<file path="src/rtl/riscv_pkg.sv">
// Shared RV64 core definitions: datapath widths, ALU opcodes and the
// decoded control bundle carried down the pipeline.
package riscv_pkg;

    localparam int XLEN   = 64;
    localparam int REGW   = 5;
    localparam int ALUOPW = 4;

    localparam logic [ALUOPW-1:0] ALU_ADD  = 4'd0;
    localparam logic [ALUOPW-1:0] ALU_SUB  = 4'd1;
    localparam logic [ALUOPW-1:0] ALU_SLL  = 4'd2;
    localparam logic [ALUOPW-1:0] ALU_SLT  = 4'd3;
    localparam logic [ALUOPW-1:0] ALU_SLTU = 4'd4;
    localparam logic [ALUOPW-1:0] ALU_XOR  = 4'd5;
    localparam logic [ALUOPW-1:0] ALU_SRL  = 4'd6;
    localparam logic [ALUOPW-1:0] ALU_SRA  = 4'd7;
    localparam logic [ALUOPW-1:0] ALU_OR   = 4'd8;
    localparam logic [ALUOPW-1:0] ALU_AND  = 4'd9;

    typedef struct packed {
        logic [ALUOPW-1:0] alu_op;
        logic              alu_src;
        logic              reg_write;
        logic              mem_read;
        logic              mem_write;
        logic              mem_to_reg;
        logic              branch;
    } ctrl_t;

    localparam int CTRL_W = $bits(ctrl_t);

    // A bubble must be side-effect free: ADD with every enable cleared.
    localparam ctrl_t CTRL_NOP = '{alu_op: ALU_ADD, alu_src: 1'b0, reg_write: 1'b0,
                                   mem_read: 1'b0, mem_write: 1'b0, mem_to_reg: 1'b0,
                                   branch: 1'b0};

endpackage

</file>
<file path="src/rtl/pipe_field_reg.sv">
// One pipeline-register field group: reset > flush (bubble value) > stall (hold) > load.
module pipe_field_reg #(
    parameter int           W      = 1,
    parameter logic [W-1:0] BUBBLE = {W{1'b0}}
) (
    input  logic         clk,
    input  logic         rst,
    input  logic         flush,
    input  logic         stall,
    input  logic [W-1:0] d,
    output logic [W-1:0] q
);

    logic [W-1:0] q_r;

    // Field register with fixed priority; flush and stall never look at d.
    always_ff @(posedge clk) begin
        if (rst) begin
            q_r <= {W{1'b0}};
        end else if (flush) begin
            q_r <= BUBBLE;
        end else if (stall) begin
            q_r <= q_r;
        end else begin
            q_r <= d;
        end
    end

    assign q = q_r;

endmodule

</file>
<file path="src/rtl/id_ex_pipe_reg.sv">
// ID/EX pipeline register: captures decoded operands/control, resolves the
// ALU operand-b source and presents registered operands to execute.
module id_ex_pipe_reg
    import riscv_pkg::*;
(
    input  logic              clk,
    input  logic              rst,
    input  logic              stall,
    input  logic              flush,
    input  logic              id_valid,
    input  logic [XLEN-1:0]   id_pc,
    input  logic [XLEN-1:0]   id_rs1_data,
    input  logic [XLEN-1:0]   id_rs2_data,
    input  logic [XLEN-1:0]   id_imm,
    input  logic [REGW-1:0]   id_rs1,
    input  logic [REGW-1:0]   id_rs2,
    input  logic [REGW-1:0]   id_rd,
    input  logic [ALUOPW-1:0] id_alu_op,
    input  logic              id_alu_src,
    input  logic              id_reg_write,
    input  logic              id_mem_read,
    input  logic              id_mem_write,
    input  logic              id_mem_to_reg,
    input  logic              id_branch,
    output logic              ex_valid,
    output logic [XLEN-1:0]   ex_pc,
    output logic [XLEN-1:0]   ex_op_a,
    output logic [XLEN-1:0]   ex_op_b,
    output logic [XLEN-1:0]   ex_rs2_data,
    output logic [REGW-1:0]   ex_rs1,
    output logic [REGW-1:0]   ex_rs2,
    output logic [REGW-1:0]   ex_rd,
    output logic [ALUOPW-1:0] ex_alu_op,
    output logic              ex_alu_src,
    output logic              ex_reg_write,
    output logic              ex_mem_read,
    output logic              ex_mem_write,
    output logic              ex_mem_to_reg,
    output logic              ex_branch
);

    ctrl_t            ctrl_in_s;
    ctrl_t            ctrl_out_s;
    logic [XLEN-1:0]  op_b_s;
    logic [3*REGW-1:0] idx_out_s;

    // An empty decode slot loads a control bubble so nothing reaches MEM/WB.
    always_comb begin
        ctrl_in_s = CTRL_NOP;
        if (id_valid) begin
            ctrl_in_s.alu_op     = id_alu_op;
            ctrl_in_s.alu_src    = id_alu_src;
            ctrl_in_s.reg_write  = id_reg_write;
            ctrl_in_s.mem_read   = id_mem_read;
            ctrl_in_s.mem_write  = id_mem_write;
            ctrl_in_s.mem_to_reg = id_mem_to_reg;
            ctrl_in_s.branch     = id_branch;
        end else begin
            ctrl_in_s = CTRL_NOP;
        end
    end

    // Operand b is passed full width; shift-amount masking belongs to the consumer.
    always_comb begin
        op_b_s = id_rs2_data;
        if (id_alu_src) begin
            op_b_s = id_imm;
        end else begin
            op_b_s = id_rs2_data;
        end
    end

    pipe_field_reg #(.W(1)) u_valid (
        .clk(clk), .rst(rst), .flush(flush), .stall(stall),
        .d(id_valid), .q(ex_valid)
    );

    pipe_field_reg #(.W(XLEN)) u_pc (
        .clk(clk), .rst(rst), .flush(flush), .stall(stall),
        .d(id_pc), .q(ex_pc)
    );

    pipe_field_reg #(.W(XLEN)) u_op_a (
        .clk(clk), .rst(rst), .flush(flush), .stall(stall),
        .d(id_rs1_data), .q(ex_op_a)
    );

    pipe_field_reg #(.W(XLEN)) u_op_b (
        .clk(clk), .rst(rst), .flush(flush), .stall(stall),
        .d(op_b_s), .q(ex_op_b)
    );

    pipe_field_reg #(.W(XLEN)) u_rs2_data (
        .clk(clk), .rst(rst), .flush(flush), .stall(stall),
        .d(id_rs2_data), .q(ex_rs2_data)
    );

    pipe_field_reg #(.W(3*REGW)) u_idx (
        .clk(clk), .rst(rst), .flush(flush), .stall(stall),
        .d({id_rs1, id_rs2, id_rd}), .q(idx_out_s)
    );

    pipe_field_reg #(.W(CTRL_W), .BUBBLE(CTRL_NOP)) u_ctrl (
        .clk(clk), .rst(rst), .flush(flush), .stall(stall),
        .d(ctrl_in_s), .q(ctrl_out_s)
    );

    assign ex_rs1        = idx_out_s[3*REGW-1:2*REGW];
    assign ex_rs2        = idx_out_s[2*REGW-1:REGW];
    assign ex_rd         = idx_out_s[REGW-1:0];
    assign ex_alu_op     = ctrl_out_s.alu_op;
    assign ex_alu_src    = ctrl_out_s.alu_src;
    assign ex_reg_write  = ctrl_out_s.reg_write;
    assign ex_mem_read   = ctrl_out_s.mem_read;
    assign ex_mem_write  = ctrl_out_s.mem_write;
    assign ex_mem_to_reg = ctrl_out_s.mem_to_reg;
    assign ex_branch     = ctrl_out_s.branch;

endmodule

</file>
<file path="config.mk">
export PLATFORM = sky130hd
export DESIGN_NAME = id_ex_pipe_reg
export DESIGN_NICKNAME = d
export VERILOG_FILES = /design/src/rtl/riscv_pkg.sv /design/src/rtl/pipe_field_reg.sv /design/src/rtl/id_ex_pipe_reg.sv
export SDC_FILE = /design/constraint.sdc
export NUM_CORES = 1
export LEC_CHECK = 0
export CAP_MARGIN = 20
export CORE_AREA = 4 4 216 218
export DETAILED_ROUTE_END_ITERATION = 10
export DIE_AREA = 0 0 220 222
export GPL_ROUTABILITY_DRIVEN = 0
export PLACE_DENSITY = 0.62
export SLEW_MARGIN = 20
export SYNTH_ARGS = -nofsm -noshare
export SYNTH_HDL_FRONTEND = slang
export SYNTH_SLANG_ARGS = --single-unit
</file>
<file path="constraint.sdc">
create_clock -name clk -period 1.5 [get_ports clk]
set_clock_uncertainty 0.15 [all_clocks]
set_input_delay 0.225 -clock clk [delete_from_list [all_inputs] [get_ports clk]]
set_output_delay 0.225 -clock clk [all_outputs]
set_load 0.01 [all_outputs]
</file>
==> results.cfg, run 1 <==
[clock_tree]
cts_max_level = 2
cts_tree = built
clockBufferDepth = 3
root_buffer = clkbuf_16
clock_sinks = 282
cts_made_buffers = 34
post_cts_buffers = 0
clk_pin_slew_ns = 0.06
clock_latency_ns = 0.51

[timing]
period_share_pct = 97.1
finalHoldViolCount = 0
finalWorstSetupSlack_ns = 0.0437
post-route-min-period_ns = 1.46
fmax_mhz = 687
drv_slew = 0
worst_pin_slew_ns = 0.347
rsz0062_at_grt = no
relSlewSlack_pct = 76.2
setup_viol = 0

[synthesis]
synth.most_common_cell = dfxtp_1
synth_top_flop_cell = dfxtp_1
syn_area_per_cell_sq_um = 11.0
synth_area_leaders = dfxtp_1 (51%), mux2i_1 (25%), nor2_1 (7.1%)
async_flop_share_pct = 0
synthSimpleGateAreaFrac_pct = 11.8
syn_inst = 1001
synth_xor_area_share_pct = 0
muxShareOfSynthArea_pct = 24.6
yosysUniqueCellTypes = 15
synth_compound_gate_area_share_pct = 7.61
synth_area_sq_um = 11000
synth.ff_latch_count = 282
ys_warn_count = 0
netlist.area_leader.share_pct = 51.1
synth-edff-count = 0
synth_common_cells = dfxtp_1 (282), mux2i_1 (272), nor2_1 (208), nor2b_1 (64), a211oi_2 (62)
yosys.area.top_type = dfxtp_1
synthAdderAreaFrac_pct = 0
synth_top_family_by_area = multiplexers
synth_fp_nets = 1287
ys_seq_area_share_pct = 51.1

[setup_path]
worstPathCellList = clkdlybuf4s15_2
cp_slowest_cell = dfxtp_1
worst_setup_path_start_kind = flop
rr_startpoint = u_op_a.q[19]
crit_type = reg2out
slowest_delay_ns = 0.34
worstPathRequired_ns = 1.12
r2r_end = u_op_a.q[19]
cp_top_family = flip-flops
path_buf_inv = 1
critPathCaptureType = output port
reg2reg_slack_ns = 0.66
crit_fanout = 2
arrival_ns = 1.08
r2r_cells = 2

[cells_and_area]
finalNetCount = 1867
drive_gt1_share_pct = 30.5
syn2layout_area_growth_pct = 58.6
finish.utilization_pct = 39.0

[floorplan]
die-area_sq_um = 48800
die_x_um = 220
dieHeight_um = 222
placementRows = 78
start_util_pct = 24.6
core_area_sq_um = 44900
io_pins = 568

[detailed_routing]
wl_per_cell_um = 18.0
viasPerCell = 4.23
route.antenna.remaining_nets = 0
routed_wl_um = 39600
dr_total_vias = 9315
drc = 0
drtIter0Drc = 331
dr.pass1.iters = 4

[power_and_ir_drop]
cellPowerDensity_nw_per_um2 = 1050
p_leak_nw = 7.94
peakVddDrop_v = 0.000744

[grt]
overflow = 0
grt_pass1_vias = 9729
antenna_found_initial = 2
grt_pass1_wl_um = 58400
grt_max_degree = 41
grtUsageTotal_pct = 15.3

[hold_path]
holdPathStages = 3
hold_class = in2reg
hold_end = u_ctrl.q[0]
worstHoldStart = id_branch

[flow_run]
drv_cap = 0

[placed_design]
dpl_worst_slack_ns = -0.183
portBuffers = 567
dp_hpwl_um = 30400

[status]
status = complete, no violations
[routing by layer]
layer	wire, um	up-vias	GRT usage, %
li1	-	4567	-
met1	15300	4345	17.0
met2	19600	346	27.1
met3	3640	57	5.51
met4	1010	0	4.74
met5	0	-	0
[worst max-delay path by stage]
stage                         start             end  cells past startpoint
floorplan                     stall    u_op_b.q[10]                      5
global placement              flush    u_op_b.q[31]                      5
detailed placement            flush    u_op_b.q[15]                      5
CTS                 u_rs2_data.q[6]  ex_rs2_data[6]                      1
global route           u_op_b.q[49]     ex_op_b[49]                      1
finish                 u_op_a.q[51]     ex_op_a[51]                      1
[cell usage in the layout, fill, tap and decap left out, types with 6 or more instances in the layout]
master           Yosys  routed
a211oi_2            62      62
a21oi_1             10      10
buf_12               0      17
buf_2               32     228
buf_4               25      40
clkbuf_1             8       6
clkbuf_16            0      35
clkbuf_2             0      15
clkbuf_8             0       6
clkdlybuf4s15_2      0      39
clkdlybuf4s50_1      0     283
clkinv_2             0       7
dfxtp_1            282     248
dfxtp_2              0      33
mux2i_1            272     272
nand2_1             10      10
nand3b_1            10      10
nor2_1             208     208
nor2b_1             64      64
[tightest hold or removal path: stages]
cell and delay (ns):
clkdlybuf4s50_1 0.40, nand3b_1 0.08, a21oi_1 0.06
[kinds of logic (layout without fill, tap and decap cells)]
| family | count (synthesis) | count (layout) |
|---|---|---|
| muxes | 272 | 272 |
| AOI/OAI and AO/OA | 74 | 74 |
| buffers and inverters | 80 | 681 |
| other | 0 | 2 |
| DFF | 282 | 282 |
| and+or+nand+nor | 293 | 293 |
[layout make-up]
cell class | instances | area, sq um
fill | 4545 | 27400
inverter | 1 | 6.26
sequential | 282 | 5690
antenna | 2 | 5.00
multi-input combinational | 639 | 4870
timing repair buffer | 623 | 5140
tap | 600 | 751
clock buffer | 47 | 981
clock inverter | 10 | 82.6
[where the power goes]
group	internal (mW)	total, mW	switching, mW
sequential	7.77	7.90	0.139
clock	4.73	7.85	3.12
combinational	1.46	2.62	1.16
total	14.0	18.4	4.42
[through the flow]
step	hold WS [ns]	total power, mW	std cells	setup TNS (ns)	instance area, sq um
2_1_floorplan	0.219	9.26	1001	0	11000
3_3_place_gp	0.295	10.9	2144	-30.87	17600
3_5_place_dp	0.303	10.9	2144	-31.72	17600
4_1_cts	0.0941	18.7	2202	0	17900
5_1_grt	0.120	19.2	2203	0	17500
6_report	0.144	18.4	2204	0	17500
[what timing repair did]
action / 4_1_cts / 5_1_grt
hold buffers: 1 / 0
gates resized for setup: 1025 / 85
setup endpoints to repair: 282 / 125
endpoints found under the hold margin: 7 / 0
[sequential cells by signal (all words and copies together) (netlist names)]
register / flops
u_rs2_data.q: 64
u_op_b.q: 64
u_idx.q: 15
u_valid.q: 1
u_pc.q: 64
u_op_a.q: 64
u_ctrl.q: 10
Power figures use the tool's default switching activity.
==> inputs of run 2 (changes only) <==
--- a/config.mk
+++ b/config.mk
@@ -6,11 +6,14 @@
 export NUM_CORES = 1
 export LEC_CHECK = 0
 export CAP_MARGIN = 20
-export CORE_AREA = 4 4 216 218
+export CORE_AREA = 4 4 217 219
 export DETAILED_ROUTE_END_ITERATION = 10
-export DIE_AREA = 0 0 220 222
+export DIE_AREA = 0 0 221 223
+export DONT_BUFFER_PORTS = 1
 export GPL_ROUTABILITY_DRIVEN = 0
-export PLACE_DENSITY = 0.62
+export MAX_ROUTING_LAYER = met4
+export PLACE_DENSITY = 0.46
+export SETUP_SLACK_MARGIN = 0.05
 export SLEW_MARGIN = 20
 export SYNTH_ARGS = -nofsm -noshare
 export SYNTH_HDL_FRONTEND = slang
==> run 2 against run 1 <==
Against the previous run:
- synthesized area unchanged
- synthesized cell count unchanged
- the run now fails in clock tree synthesis
==> results.cfg, run 2 <==
[synthesis]
synth.ff_latch_count = 282
yosys.area.top_type = dfxtp_1
synth_top_flop_cell = dfxtp_1
syn_inst = 1001
synth_area_leaders = dfxtp_1 (51%), mux2i_1 (25%), nor2_1 (7.1%)
syn_area_per_cell_sq_um = 11.0
synth_area_sq_um = 11000
synth_fp_nets = 1287
synth_common_cells = dfxtp_1 (282), mux2i_1 (272), nor2_1 (208), nor2b_1 (64), a211oi_2 (62)
synthAdderAreaFrac_pct = 0
synthSimpleGateAreaFrac_pct = 11.8
synth.most_common_cell = dfxtp_1
ys_seq_area_share_pct = 51.1
synth_top_family_by_area = multiplexers
synth-edff-count = 0
ys_warn_count = 0
async_flop_share_pct = 0
synth_xor_area_share_pct = 0
synth_compound_gate_area_share_pct = 7.61
netlist.area_leader.share_pct = 51.1
yosysUniqueCellTypes = 15
muxShareOfSynthArea_pct = 24.6

[clock_tree]
post_cts_buffers = 0
cts_hold_buf = 321
clockBufferDepth = 3
cts_max_level = 1
clock_sinks = 282
cts_resized = 2
cts_made_buffers = 31
root_buffer = clkbuf_16

[floorplan]
io_pins = 568
die_x_um = 221
start_util_pct = 24.5
dieHeight_um = 223
placementRows = 78

[status]
flow.stopped_at = clock tree synthesis
firstError = [ERROR RSZ-0060] Max buffer count reached.
status = did not finish

[placed_design]
portBuffers = 0
dp_hpwl_um = 23800
dpl_worst_slack_ns = 0.140
run 2: cell counts after synthesis:
No cell type changed its count.
run 2: cells by family after synthesis:
family / count (synthesis)
AO/OA/AOI/OAI: 74
buffers and inverters: 80
flip-flops: 282
multiplexers: 272
AND/OR/NAND/NOR: 293
run 2: per-stage QoR:
stage               instances  area, sq um  hold slack (ns)
floorplan                1001        11000            0.219
global placement         1540        11500            0.220
detailed placement       1540        11500            0.227
==> inputs of run 3 (changes only) <==
--- a/config.mk
+++ b/config.mk
@@ -6,14 +6,12 @@
 export NUM_CORES = 1
 export LEC_CHECK = 0
 export CAP_MARGIN = 20
-export CORE_AREA = 4 4 217 219
+export CORE_AREA = 4 4 216 218
 export DETAILED_ROUTE_END_ITERATION = 10
-export DIE_AREA = 0 0 221 223
+export DIE_AREA = 0 0 220 222
 export DONT_BUFFER_PORTS = 1
 export GPL_ROUTABILITY_DRIVEN = 0
-export MAX_ROUTING_LAYER = met4
-export PLACE_DENSITY = 0.46
-export SETUP_SLACK_MARGIN = 0.05
+export PLACE_DENSITY_LB_ADDON = 0.15
 export SLEW_MARGIN = 20
 export SYNTH_ARGS = -nofsm -noshare
 export SYNTH_HDL_FRONTEND = slang
==> run 3 against run 2 <==
Against the previous run:
- the flow again stops in clock tree synthesis
- synthesized area unchanged
- synthesized cell count unchanged
==> results.cfg, run 3 <==
[floorplan]
start_util_pct = 24.6
placementRows = 78
dieHeight_um = 222
io_pins = 568
die_x_um = 220

[synthesis]
synth_top_flop_cell = dfxtp_1
syn_area_per_cell_sq_um = 11.0
yosys.area.top_type = dfxtp_1
synth_area_leaders = dfxtp_1 (51%), mux2i_1 (25%), nor2_1 (7.1%)
syn_inst = 1001
synth-edff-count = 0
synth_area_sq_um = 11000
async_flop_share_pct = 0
ys_warn_count = 0
yosysUniqueCellTypes = 15
synth.ff_latch_count = 282
netlist.area_leader.share_pct = 51.1
synth_fp_nets = 1287
ys_seq_area_share_pct = 51.1
synth_common_cells = dfxtp_1 (282), mux2i_1 (272), nor2_1 (208), nor2b_1 (64), a211oi_2 (62)
synth.most_common_cell = dfxtp_1

[status]
status = did not finish
firstError = [ERROR RSZ-0060] Max buffer count reached.
flow.stopped_at = clock tree synthesis

[clock_tree]
clockBufferDepth = 3
root_buffer = clkbuf_16
cts_resized = 0
post_cts_buffers = 0
cts_hold_buf = 322
cts_max_level = 2
cts_made_buffers = 35
clock_sinks = 282

[placed_design]
dp_hpwl_um = 25700
portBuffers = 0
run 3: cell counts after synthesis:
Identical to the previous run, type by type.
run 3: cell families after synthesis:
family / count (synthesis) / share of synthesized area (%)
flip-flops: 282 / 51.1
multiplexers: 272 / 24.6
buffers and inverters: 80 / 4.88
AND/OR/NAND/NOR: 293 / 11.8
AO/OA/AOI/OAI: 74 / 7.61
run 3: through the flow:
stage                     std cells  worst slack, ns  area (sq um)  hold WS (ns)  utilization, %
after floorplan                1001            0.286         11000         0.219               -
after detailed placement       1538          0.00119         11500         0.228            25.5
after global placement         1538           0.0797         11500         0.221            25.5
